<file path="config.mk">
export PLATFORM = sky130hd
export DESIGN_NAME = uart_transmitter
export DESIGN_NICKNAME = d
export VERILOG_FILES = /design/src/rtl/uart_pkg.sv /design/src/rtl/uart_baud_gen.sv /design/src/rtl/uart_transmitter.sv
export SDC_FILE = /design/constraint.sdc
export NUM_CORES = 1
export LEC_CHECK = 0
export CAP_MARGIN = 5
export CORE_MARGIN = 3
export CORE_UTILIZATION = 50
export DETAILED_ROUTE_END_ITERATION = 10
export PLACE_DENSITY_LB_ADDON = 0.1
export SYNTH_ARGS = -nofsm -noshare
export SYNTH_HDL_FRONTEND = slang
export SYNTH_SLANG_ARGS = --single-unit
export TNS_END_PERCENT = 100
</file>
<file path="constraint.sdc">
create_clock -name clk -period 1.83 [get_ports clk]
set_clock_uncertainty 0.2 [all_clocks]
set_input_delay 0.366 -clock clk [delete_from_list [all_inputs] [get_ports clk]]
set_output_delay 0.366 -clock clk [all_outputs]
set_load 0.03 [all_outputs]
</file>
<file path="src/rtl/uart_pkg.sv">
// Shared UART definitions: transmit FSM states, parity codes
// and the baud divider helper used by both TX and RX.
package uart_pkg;

    localparam int PARITY_NONE = 0;
    localparam int PARITY_EVEN = 1;
    localparam int PARITY_ODD  = 2;

    typedef enum logic [2:0] {
        TX_IDLE,
        TX_START,
        TX_DATA,
        TX_PARITY,
        TX_STOP
    } uart_tx_state_t;

    // Clock cycles per bit, truncated.
    function automatic int baud_count(input int clk_freq, input int baud_rate);
        return clk_freq / baud_rate;
    endfunction

    // Counter width able to hold 0..n-1, never zero.
    function automatic int cnt_width(input int n);
        return (n > 1) ? $clog2(n) : 1;
    endfunction

endpackage

</file>
<file path="src/rtl/uart_baud_gen.sv">
// Restartable bit-period tick generator: counts while enabled,
// ticks on the last cycle of each period, then wraps to zero.
module uart_baud_gen
    import uart_pkg::*;
#(
    parameter int BAUD_COUNT = 434
) (
    input  logic clk,
    input  logic reset,
    input  logic clear,
    input  logic enable,
    output logic tick
);

    localparam int CW = cnt_width(BAUD_COUNT);
    localparam logic [CW-1:0] LAST = CW'(BAUD_COUNT - 1);

    logic [CW-1:0] r_count;
    logic          w_tick;

    assign w_tick = enable && (r_count == LAST);
    assign tick   = w_tick;

    // Period counter; clear and wrap both restart the bit.
    always_ff @(posedge clk or posedge reset) begin
        if (reset) begin
            r_count <= '0;
        end else if (clear || w_tick) begin
            r_count <= '0;
        end else if (enable) begin
            r_count <= r_count + 1'b1;
        end
    end

endmodule

</file>
<file path="src/rtl/uart_transmitter.sv">
// UART transmitter: valid/ready word input, serial frame out
// (start, data LSB first, optional parity, one or two stops).
module uart_transmitter
    import uart_pkg::*;
#(
    parameter int CLK_FREQ  = 50_000_000,
    parameter int BAUD_RATE = 115200,
    parameter int WIDTH     = 8,
    parameter int PARITY    = PARITY_NONE,
    parameter int STOP_BITS = 1
) (
    input  logic             clk,
    input  logic             reset,
    input  logic [WIDTH-1:0] dataIn,
    input  logic             dataInValid,
    output logic             dataInReady,
    output logic             uartTx,
    output logic             txBusy,
    output logic             txDone
);

    localparam int         BAUD_COUNT = baud_count(CLK_FREQ, BAUD_RATE);
    localparam logic [3:0] LAST_BIT   = 4'(WIDTH - 1);
    localparam logic       LAST_STOP  = 1'(STOP_BITS - 1);
    localparam logic       ODD_PAR    = (PARITY == PARITY_ODD);
    localparam logic       HAS_PAR    = (PARITY != PARITY_NONE);

    uart_tx_state_t   r_state, w_state;
    logic [WIDTH-1:0] r_shift, w_shift;
    logic             r_parity, w_parity;
    logic [3:0]       r_bit_cnt, w_bit_cnt;
    logic             r_stop_cnt, w_stop_cnt;
    logic             r_tx, w_tx;
    logic             r_ready, w_ready;
    logic             w_done;
    logic             w_tick;
    logic             w_idle;

    assign w_idle = (r_state == TX_IDLE);

    uart_baud_gen #(
        .BAUD_COUNT(BAUD_COUNT)
    ) u_baud (
        .clk   (clk),
        .reset (reset),
        .clear (w_idle),
        .enable(!w_idle),
        .tick  (w_tick)
    );

    // State and datapath registers; line idles high in reset.
    always_ff @(posedge clk or posedge reset) begin
        if (reset) begin
            r_state    <= TX_IDLE;
            r_shift    <= '0;
            r_parity   <= 1'b0;
            r_bit_cnt  <= '0;
            r_stop_cnt <= 1'b0;
            r_tx       <= 1'b1;
            r_ready    <= 1'b0;
        end else begin
            r_state    <= w_state;
            r_shift    <= w_shift;
            r_parity   <= w_parity;
            r_bit_cnt  <= w_bit_cnt;
            r_stop_cnt <= w_stop_cnt;
            r_tx       <= w_tx;
            r_ready    <= w_ready;
        end
    end

    // Frame sequencing: next state, next line level, done pulse.
    always_comb begin
        w_state    = r_state;
        w_shift    = r_shift;
        w_parity   = r_parity;
        w_bit_cnt  = r_bit_cnt;
        w_stop_cnt = r_stop_cnt;
        w_tx       = r_tx;
        w_ready    = r_ready;
        w_done     = 1'b0;
        unique case (r_state)
            TX_IDLE: begin
                w_ready = 1'b1;
                w_tx    = 1'b1;
                if (dataInValid && r_ready) begin
                    w_shift    = dataIn;
                    w_parity   = (^dataIn) ^ ODD_PAR;
                    w_ready    = 1'b0;
                    w_tx       = 1'b0;
                    w_bit_cnt  = '0;
                    w_stop_cnt = 1'b0;
                    w_state    = TX_START;
                end
            end
            TX_START: begin
                if (w_tick) begin
                    w_tx    = r_shift[0];
                    w_state = TX_DATA;
                end
            end
            TX_DATA: begin
                if (w_tick) begin
                    w_shift = {1'b0, r_shift[WIDTH-1:1]};
                    if (r_bit_cnt == LAST_BIT) begin
                        if (HAS_PAR) begin
                            w_tx    = r_parity;
                            w_state = TX_PARITY;
                        end else begin
                            w_tx    = 1'b1;
                            w_state = TX_STOP;
                        end
                    end else begin
                        w_bit_cnt = r_bit_cnt + 4'd1;
                        w_tx      = w_shift[0];
                    end
                end
            end
            TX_PARITY: begin
                if (w_tick) begin
                    w_tx    = 1'b1;
                    w_state = TX_STOP;
                end
            end
            TX_STOP: begin
                if (w_tick) begin
                    if (r_stop_cnt == LAST_STOP) begin
                        w_done  = 1'b1;
                        w_ready = 1'b1;
                        w_state = TX_IDLE;
                    end else begin
                        w_stop_cnt = 1'b1;
                    end
                end
            end
            default: begin
                w_state = TX_IDLE;
                w_tx    = 1'b1;
            end
        endcase
    end

    assign dataInReady = r_ready;
    assign uartTx      = r_tx;
    assign txBusy      = !w_idle;
    assign txDone      = w_done;

endmodule

</file>
==> summary.txt <==
Drt
  – Pre-antenna DRT Iters: 4
  – Detail Route Antenna Nets: 0
  – DRC: 0
  – Wirelength, routed: 2.99 mm
  – Via-to-Cell Ratio: 5.50
  – Routed WL per cell: 14.2 um
  – DR vias: 1156
  – 1st-iter DRT viols: 36

Power
  – P per Cell Area: 974 nW/um^2
  – Sw Share: 33.2%
  – Int Pwr: 1.18 mW
  – Max IR drop VDD: 0.803 mV
  – Design Power: 1.77 mW
  – Sequential share of power: 48.3%
  – Pleak: 0.835 nW
  – Clock share of power: 14.3%
  – Part of the power in combinational logic: 37.5%
  – Sw power: 0.588 mW

Global route
  – Total track usage: 19.3%
  – Largest net degree at the start of global routing: 27
  – Vias in the first global route: 1175
  – Overflow left after global routing: 0
  – First-pass GRT wire length: 5.12 mm
  – Initial antenna violation count: 0

Layout
  – Most frequent cells in the layout: dfrtp_1, buf_4, nand2_1
  – Share of layout cells above drive strength 1: 29.4%
  – Ant diodes: 0
  – Commonest non-fill, non-tap cell in the layout: dfrtp_1
  – Final Non-Filler Cells: 210
  – Fill cell count: 201
  – Nets: 195
  – Final instance area: 1820 sq um
  – Synth-to-Final Area Change: 30.6%

Synth
  – Synthesized instance count: 142
  – Netlist cell types: 39
  – Net count after synthesis: 156
  – Yosys Warn Count: 0
  – FFs w/ async S/R, synth: 100%
  – Post-Syn Area: 1390 sq um
  – Syn_area_per_cell: 9.80 sq um
  – Dominant synthesized flop cell: dfrtp_1
  – #FFs+latches synth: 26
  – Post-synth EDFFs: 0
  – Seq/Total Area, Yosys: 46.9%

Clock network
  – Hold buffers post-CTS: 0
  – Max Buffers Root-to-Sink: 2
  – Num CTS Buffers: 3
  – Clock tree from TritonCTS: done
  – CTS clk-pin slew, worst paths: 0.14 ns
  – H-tree levels: 1
  – CTS Sinks: 26
  – Skew-Pair Late Insertion Delay: 0.32 ns
  – Root buffer cell: clkbuf_4

Placement
  – PortBufs: 14
  – Final GP Congestion: 0.847
  – DP Area: 1690 sq um
  – Detail Placement HPWL: 2.04 mm
  – Placed Cells: 201

Worst setup path
  – Crit-path max FO: 2
  – CP Launch Type: flop
  – CP Capture Type: output pin
  – CP required: 1.26 ns
  – Setup Crit Path Kind: reg -> out
  – Critical path arrival: 1.48 ns

Timing
  – Final Hold Fails: 0
  – Fmax: 0.489 GHz
  – Final setup viols: 11
  – Slew Viols, Final: 0
  – Period utilization: 112%
  – Final hold slack: 0.181 ns
  – RSZ-0062 raised after global routing: yes
  – Final setup TNS: -1.28 ns
  – Slew @ Worst Pin: 0.328 ns
  – Slew margin rel.: 78.1%
  – Final worst slack: -0.215 ns
  – Tmin final: 2.04 ns

Floorplanning
  – Die ar.: 3450 sq um
  – Core area: 2570 sq um
  – Core Rows: 18
  – Starting density of the core: 54.2%
  – IO Pins: 15
  – Die Wd: 58.8 um
  – Die Y: 58.8 um

Outcome
  – Status: finished with violations
  – Failing checks: negative setup slack

Flow run
  – Number of max-cap violations: 0

Worst hold path
  – Hold WC Path Type: in -> async
power by group through the flow:
stage	combinational (mW)	clock, mW	sequential [mW]
after floorplan	0.320	0	0.900
after global placement	0.602	0	0.854
after detailed placement	0.616	0	0.864
after CTS	0.618	0.256	0.851
after global routing	0.731	0.285	0.880
final	0.663	0.252	0.854
worst paths after layout:
path,slack (ns),startpoint,to,depth (start not counted)
worst min register to register,0.33,r_shift[4]$_DFFE_PP0P_,r_shift[4]$_DFFE_PP0P_,1
worst max-delay path,-0.21,u_baud.r_count[1]$_DFFE_PP0P_,txDone,6
min in group clk,0.33,r_shift[4]$_DFFE_PP0P_,r_shift[4]$_DFFE_PP0P_,1
worst max register to register,-0.17,u_baud.r_count[1]$_DFFE_PP0P_,r_shift[2]$_DFFE_PP0P_,7
max in group asynchronous,0.96,reset,uartTx$_DFFE_PP1P_,3
worst min-delay path,0.18,reset,r_shift[7]$_DFFE_PP0P_,3
cells by family after synthesis:
group                    share of synthesized area [%]
AO/OA/AOI/OAI                                     9.35
XOR/XNOR                                          4.41
adder cells (fa/ha/maj)                           2.70
buffers and inverters                             3.60
flip-flops                                        46.9
multiplexers                                      6.39
AND/OR/NAND/NOR                                   26.7
stage by stage:
step,worst slack [ns],util (%)
after floorplan,-0.114,-
after global placement,-0.0849,65.9
after detailed placement,-0.109,65.9
after CTS,-0.225,69.2
after global routing,-0.331,70.8
final,-0.215,70.8
synthesized netlist by cell type (all sizes together) (2+ instances only):
master,number,share of area (%)
nor3,2,1.4
mux2,7,5.7
ha,3,2.7
nand4,4,2.9
and3,2,0.99
nor2,17,4.6
a21oi,4,1.4
xor2,6,3.8
and2,2,0.90
buf,5,2.0
o21ai,5,2.6
dfrtp,25,45
nand2,24,6.5
and4,2,1.4
nor4,3,1.3
nand3,7,2.5
inv,6,1.6
state kept, by name (all words and copies together) (netlist names):
register        count
dataInReady         1
r_bit_cnt           4
r_shift             8
r_state             3
u_baud.r_count      9
uartTx              1
per-layer routing:
| metal | global-route usage [%] | up-vias | share of wire [%] |
|---|---|---|---|
| li1 | - | 569 | - |
| met1 | 26.3 | 569 | 50 |
| met2 | 31.5 | 16 | 47 |
| met3 | 1.97 | 2 | 2.5 |
| met4 | 7.12 | 0 | 0.77 |
| met5 | 0 | - | 0 |
final cells by class:
| type | instances | area [sq um] | area share, % |
|---|---|---|---|
| flip-flops and latches | 26 | 652 | 35.9 |
| inverters | 6 | 22.5 | 1.24 |
| multi-input cells | 106 | 762 | 41.9 |
| repair buffers | 38 | 317 | 17.4 |
| well taps | 30 | 37.5 | 2.07 |
| clock buffers | 4 | 26.3 | 1.45 |
repair_timing:
item,CTS,global route
pin swaps,3,4
gates cloned,1,0
setup buffers,3,1
gates resized for setup,12,17
setup endpoints to repair,12,28
critical path, cell delays in order, from the launching register on:
cell and delay (ns):
dfrtp_1 0.40, inv_1 0.05, ha_1 0.12, and4b_2 0.25, nand4_4 0.09, nor2_4 0.12, buf_6 0.14
Note: power is estimated with default switching activity, not from simulation.
